--- config.mk ---
export PLATFORM = sky130hd
export DESIGN_NAME = marker_rate_ctrl
export DESIGN_NICKNAME = d
export VERILOG_FILES = /design/src/rtl/marker_pkg.sv /design/src/rtl/marker_rate_ctrl.sv
export SDC_FILE = /design/constraint.sdc
export NUM_CORES = 1
export LEC_CHECK = 0
export ABC_AREA = 1
export CAP_MARGIN = 15
export CORE_MARGIN = 1
export CORE_UTILIZATION = 54
export CTS_BUF_LIST = sky130_fd_sc_hd__clkbuf_8 sky130_fd_sc_hd__clkbuf_16
export CTS_CLUSTER_SIZE = 10
export DETAILED_ROUTE_END_ITERATION = 8
export PLACE_DENSITY = 0.79
export SLEW_MARGIN = 25
export SYNTH_ARGS = -nofsm -noshare
export SYNTH_HDL_FRONTEND = slang
export SYNTH_SLANG_ARGS = --single-unit
--- constraint.sdc ---
create_clock -name clk -period 1.7 [get_ports clk]
set_clock_uncertainty 0.1 [all_clocks]
set_input_delay 0.34 -clock clk [delete_from_list [all_inputs] [get_ports clk]]
set_output_delay 0.34 -clock clk [all_outputs]
set_load 0.05 [all_outputs]
--- src/rtl/marker_pkg.sv ---
// Shared definitions for the user-marker generator and its rate controller:
// rate encodings, rate validation and the rate-change sequencer state type.
package marker_pkg;

  localparam int unsigned RATE_W = 4;
  localparam int unsigned CNT_W  = 8;

  localparam logic [RATE_W-1:0] RATE_FULL    = 4'h1;
  localparam logic [RATE_W-1:0] RATE_HALF    = 4'h2;
  localparam logic [RATE_W-1:0] RATE_QUARTER = 4'h4;

  typedef enum logic [1:0] {
    ST_IDLE,
    ST_DRAIN,
    ST_HOLD,
    ST_SETTLE
  } rate_state_e;

  function automatic logic rate_valid(input logic [RATE_W-1:0] rate);
    return (rate == RATE_FULL) || (rate == RATE_HALF) || (rate == RATE_QUARTER);
  endfunction

endpackage

--- src/rtl/marker_rate_ctrl.sv ---
// Rate reconfiguration sequencer for the marker generator: drain the datapath,
// apply new rates under generator reset, settle, then re-enable and acknowledge.
module marker_rate_ctrl
  import marker_pkg::*;
#(
  parameter int unsigned DRAIN_CYCLES  = 8,
  parameter int unsigned SETTLE_CYCLES = 4
) (
  input  logic              clk,
  input  logic              rst_n,
  input  logic              cfg_req,
  input  logic [RATE_W-1:0] cfg_local_rate,
  input  logic [RATE_W-1:0] cfg_remote_rate,
  output logic              cfg_ack,
  output logic              cfg_err,
  output logic [RATE_W-1:0] local_rate,
  output logic [RATE_W-1:0] remote_rate,
  output logic              gen_rst_n,
  output logic              tx_enable,
  output logic              busy
);

  localparam logic [CNT_W-1:0] DRAIN_LAST  = CNT_W'(DRAIN_CYCLES - 1);
  localparam logic [CNT_W-1:0] HOLD_LAST   = CNT_W'(1);
  localparam logic [CNT_W-1:0] SETTLE_LAST = CNT_W'(SETTLE_CYCLES - 1);

  rate_state_e       r_state;
  logic [CNT_W-1:0]  r_cnt;
  logic [RATE_W-1:0] r_cap_local;
  logic [RATE_W-1:0] r_cap_remote;
  logic [RATE_W-1:0] r_local;
  logic [RATE_W-1:0] r_remote;
  logic              r_gen_rst_n;
  logic              r_tx_enable;
  logic              r_busy;
  logic              r_cfg_ack;
  logic              r_cfg_err;
  logic              r_post_reset;

  rate_state_e       w_nxt_state;
  logic [CNT_W-1:0]  w_nxt_cnt;
  logic [RATE_W-1:0] w_nxt_cap_local;
  logic [RATE_W-1:0] w_nxt_cap_remote;
  logic [RATE_W-1:0] w_nxt_local;
  logic [RATE_W-1:0] w_nxt_remote;
  logic              w_nxt_ack;
  logic              w_nxt_err;
  logic              w_nxt_post_reset;

  // Next-state, counter and rate/ack decisions.
  always_comb begin
    w_nxt_state      = r_state;
    w_nxt_cnt        = r_cnt;
    w_nxt_cap_local  = r_cap_local;
    w_nxt_cap_remote = r_cap_remote;
    w_nxt_local      = r_local;
    w_nxt_remote     = r_remote;
    w_nxt_ack        = 1'b0;
    w_nxt_err        = 1'b0;
    w_nxt_post_reset = r_post_reset;

    unique case (r_state)
      ST_IDLE: begin
        // A request still high during its own ack cycle is not re-accepted.
        if (cfg_req && !r_cfg_ack) begin
          if (!rate_valid(cfg_local_rate) || !rate_valid(cfg_remote_rate)) begin
            w_nxt_ack = 1'b1;
            w_nxt_err = 1'b1;
          end else if ((cfg_local_rate == r_local) && (cfg_remote_rate == r_remote)) begin
            w_nxt_ack = 1'b1;
          end else begin
            w_nxt_cap_local  = cfg_local_rate;
            w_nxt_cap_remote = cfg_remote_rate;
            w_nxt_state      = ST_DRAIN;
            w_nxt_cnt        = '0;
          end
        end
      end
      ST_DRAIN: begin
        if (r_cnt == DRAIN_LAST) begin
          w_nxt_state  = ST_HOLD;
          w_nxt_cnt    = '0;
          w_nxt_local  = r_cap_local;
          w_nxt_remote = r_cap_remote;
        end else begin
          w_nxt_cnt = r_cnt + CNT_W'(1);
        end
      end
      ST_HOLD: begin
        if (r_cnt == HOLD_LAST) begin
          w_nxt_state = ST_SETTLE;
          w_nxt_cnt   = '0;
        end else begin
          w_nxt_cnt = r_cnt + CNT_W'(1);
        end
      end
      ST_SETTLE: begin
        if (r_cnt == SETTLE_LAST) begin
          w_nxt_state      = ST_IDLE;
          w_nxt_cnt        = '0;
          w_nxt_ack        = !r_post_reset;
          w_nxt_post_reset = 1'b0;
        end else begin
          w_nxt_cnt = r_cnt + CNT_W'(1);
        end
      end
      default: begin
        w_nxt_state = ST_HOLD;
        w_nxt_cnt   = '0;
      end
    endcase
  end

  // State and registered outputs; outputs are decoded from the next state.
  always_ff @(posedge clk or negedge rst_n) begin
    if (!rst_n) begin
      r_state      <= ST_HOLD;
      r_cnt        <= '0;
      r_cap_local  <= RATE_FULL;
      r_cap_remote <= RATE_FULL;
      r_local      <= RATE_FULL;
      r_remote     <= RATE_FULL;
      r_gen_rst_n  <= 1'b0;
      r_tx_enable  <= 1'b0;
      r_busy       <= 1'b1;
      r_cfg_ack    <= 1'b0;
      r_cfg_err    <= 1'b0;
      r_post_reset <= 1'b1;
    end else begin
      r_state      <= w_nxt_state;
      r_cnt        <= w_nxt_cnt;
      r_cap_local  <= w_nxt_cap_local;
      r_cap_remote <= w_nxt_cap_remote;
      r_local      <= w_nxt_local;
      r_remote     <= w_nxt_remote;
      r_gen_rst_n  <= (w_nxt_state != ST_HOLD);
      r_tx_enable  <= (w_nxt_state == ST_IDLE);
      r_busy       <= (w_nxt_state != ST_IDLE);
      r_cfg_ack    <= w_nxt_ack;
      r_cfg_err    <= w_nxt_err;
      r_post_reset <= w_nxt_post_reset;
    end
  end

  assign cfg_ack     = r_cfg_ack;
  assign cfg_err     = r_cfg_err;
  assign local_rate  = r_local;
  assign remote_rate = r_remote;
  assign gen_rst_n   = r_gen_rst_n;
  assign tx_enable   = r_tx_enable;
  assign busy        = r_busy;

endmodule

==> metrics.md <==
| Metric | Value |
|---|---|
| Crit path buffers/inverters | 2 |
| First-pass GRT wire length | 5.885 mm |
| Syn nets | 227 |
| Initial antenna violation count | 0 |
| Max-Cap Viols | 0 |
| Crit. End Element | register |
| Clk sinks | 32 |
| CTS buffer count | 5 |
| Switching pwr | 1145 uW |
| Status | completed |
| Mean post-synth cell area | 8.175 um^2 |
| Main combinational cell family by area after synthesis | simple AND/OR/NAND/NOR gates |
| Reg-to-reg slack, setup | 0.07 ns |
| Worst-path fanout max | 4 |
| Mux contribution to synthesized area | 0 |
| Comb power frac | 0.446 |
| Max stage delay on crit path | 0.54 ns |
| Compound-Gate Fraction of Synth Area | 0.09621 |
| Internal power | 1736 uW |
| Nets | 278 |
| Mapped Area | 1717 um^2 |
| Hold Path Class | in -> async |
| Tot GR Track Use | 0.2328 |
| 1st-pass router iterations | 4 |
| Post-DP HPWL | 2.548 mm |
| Flop and latch count out of synthesis | 32 |
| Final Hold Viols | 0 |
| Critical Path Source | r_state[1]$_DFF_PN1_ |
| Fin crit share | 0.9608 |
| Pleak | 0.001196 uW |
| Layout cell share with drive strength beyond 1 | 0.3092 |
| CTS H-Tree Depth | 2 |
| Worst Tran Pin Value | 0.2533 ns |
| Peak supply drop | 0.6468 mV |
| Clock slew at reported path FFs | 0.06 ns |
| Pins Over Slew Limit | 0 |
| Tmin final | 1.633 ns |
| Post-Synth Simple-Gate Area | 0.2813 |
| Routed Antenna Nets | 0 |
| Sequential share of the synthesized area | 0.4716 |
| Post-synthesis adder-cell area fraction | 0.04373 |
| Post-CTS Hold Buffers | 0 |
| Switching share of total power | 0.3973 |
| Synth Area in XOR/XNOR | 0.04082 |
| Starting Density | 0.5669 |
| RR Startpoint | r_state[1]$_DFF_PN1_ |
| Vias in the first global route | 1350 |
| Clock share of power | 0.188 |
| Area growth, synth to finish | 40.31% |
| Grt ovf | 0 |
| Type of origin of the critical path | register |
| Final setup fails | 0 |
| Clock Tree Root | clkbuf_8 |
| IO Pins | 24 |
| Fillers | 200 |
| FP Rows | 20 |
| FF-to-FF path depth | 7 |
| Crit Path Category | reg -> reg |
| Fmax | 0.6123 GHz |
| DRC errors left | 0 |
| Die ar. | 3408 um^2 |
| CP Data Required Time | 1.78 ns |
| Port bufs | 23 |
| Worst hold margin | 0.3104 ns |
| Drt initial violations | 45 |
| Reg power frac | 0.366 |
| Critical path's slowest cell | dfstp_2 |
| Crit path cell chain | inv_1 > ha_2 > buf_4 > o31ai_2 > nand2_1 > nand3_2 > nor2_1 |
| Vias per std cell | 4.873 |
| Crit path DAT | 1.71 ns |
| WL final | 3.613 mm |
| Die width | 58.38 um |
| Slew headroom | 0.8298 |
| Synth Instances | 210 |
| Cell family with most CP delay | flip-flops |
| Dpl ws | -0.3398 ns |
| PD cells | 1196 nW/um^2 |
| Setup TNS | 0 ns |
| Vias after detailed routing | 1491 |
| Core region area | 3028 um^2 |
| Number of library cell types mapped by synthesis | 28 |
| CTS Buffer Depth | 2 |
| WL/cell | 11.81 um |
| Largest net degree at the start of global routing | 33 |
| Worst skew pair latency | 0.29 ns |
| Placer congestion estimate | 0.8951 |
| Yosys warnings | 0 |
| Final WS setup | 0.06669 ns |
| Die Ht | 58.38 um |
| CTS tree | done |
| RR Endpoint | tx_enable$_DFF_PN0_ |
| ANT cells | 0 |
[cells in the mapped netlist (all sizes together)]
cell,number,area share
a21oi,4,0.014
buf,2,0.0095
clkinv,1,0.0022
dfrtp,25,0.36
dfstp,7,0.11
ha,6,0.044
inv,25,0.055
nand2,68,0.15
nand3,17,0.064
nand3b,1,0.0044
nand4,2,0.0073
nor2,19,0.049
nor3,1,0.0029
o211ai,1,0.0044
o21ai,20,0.069
o21bai,1,0.0044
o31ai,1,0.0044
or2,1,0.0036
xnor2,5,0.026
xor2,3,0.015
[kinds of logic (layout without fill, tap and decap cells)]
logic type	Yosys count	in the layout
adders and majority gates	6	6
buffers and inverters	28	79
and+or+nand+nor	109	110
DFF	32	32
xor gates and xnor gates	8	8
AOI/OAI and AO/OA	27	27
[metrics by stage]
stage | utilization | power (uW) | cell area [um^2] | std cells
finish | 0.7955 | 2881 | 2409 | 306
global route | 0.7955 | 3056 | 2409 | 306
CTS | 0.7674 | 2771 | 2323 | 303
detailed placement | 0.7310 | 2203 | 2213 | 293
global placement | 0.7310 | 2184 | 2213 | 293
floorplan | - | 1801 | 1717 | 210
[layout by cell type, fill, tap and decap left out, types with 2 or more instances in the layout]
cell type	instances
buf_12	10
nor2_2	4
o21ai_0	10
a21oi_1	3
nand3_1	12
nand3_4	2
o21ai_1	4
xor2_1	3
nand2_1	64
dlymetal6s2s_1	4
nand3_2	4
nand4_1	2
dfrtp_1	25
buf_4	24
ha_1	3
ha_2	2
xnor2_1	5
dlygate4sd2_1	4
inv_1	23
nand2_2	4
inv_2	4
o21ai_2	6
nor2_1	13
clkdlybuf4s50_1	2
dfstp_2	7
clkbuf_8	5
nor2_4	2
[flip-flops by register name (all words and copies together), names as in the netlist]
| signal | cells |
|---|---|
| busy | 1 |
| cfg_ack | 1 |
| gen_rst_n | 1 |
| r_cap_remote | 4 |
| tx_enable | 1 |
| r_cap_local | 4 |
| cfg_err | 1 |
| remote_rate | 4 |
| r_state | 2 |
| r_post_reset | 1 |
| r_cnt | 8 |
| local_rate | 4 |
[worst max path at each step]
stage                                 to  cells past startpoint
floorplan           r_cnt[7]$_DFFE_PN0P_                      7
global placement    r_cnt[3]$_DFFE_PN0P_                      9
detailed placement  r_cnt[4]$_DFFE_PN0P_                      9
CTS                  gen_rst_n$_DFF_PN0_                      9
global route        r_cnt[7]$_DFFE_PN0P_                      8
finish               tx_enable$_DFF_PN0_                      7
[power groups by stage]
stage	Combinational, uW	Sequential, uW	Clock (uW)
after floorplan	576	1220	0
after global placement	1120	1060	0
after detailed placement	1140	1060	0
after CTS	1160	1050	557
after global routing	1410	1070	579
final	1280	1050	543
[layer usage]
metal  vias up  track usage  routed length, um
met2        27       0.3727               1729
met1       686       0.3081               1712
met3         7      0.06593                128
met5         -            0                  0
met4         0      0.07143                 43
li1        771            -                  -
[cell type report]
class,instances,area (um^2),area share
flip-flops and latches,32,809.5,0.3361
well taps,44,55.05,0.02286
repair buffers,45,496.7,0.2062
clock buffers,5,68.82,0.02857
inverters,26,101.3,0.04208
multi-input cells,151,864.6,0.3590
clock inverters,3,12.51,0.005195
[repair_timing]
action	in CTS	in global routing
buffers inserted	1	3
endpoints found under the setup margin	13	25
pin swaps	3	10
gates cloned	1	0
gates resized for setup	9	25
endpoints found under the hold margin	0	0
No activity file was read; power rests on OpenSTA's default activity.
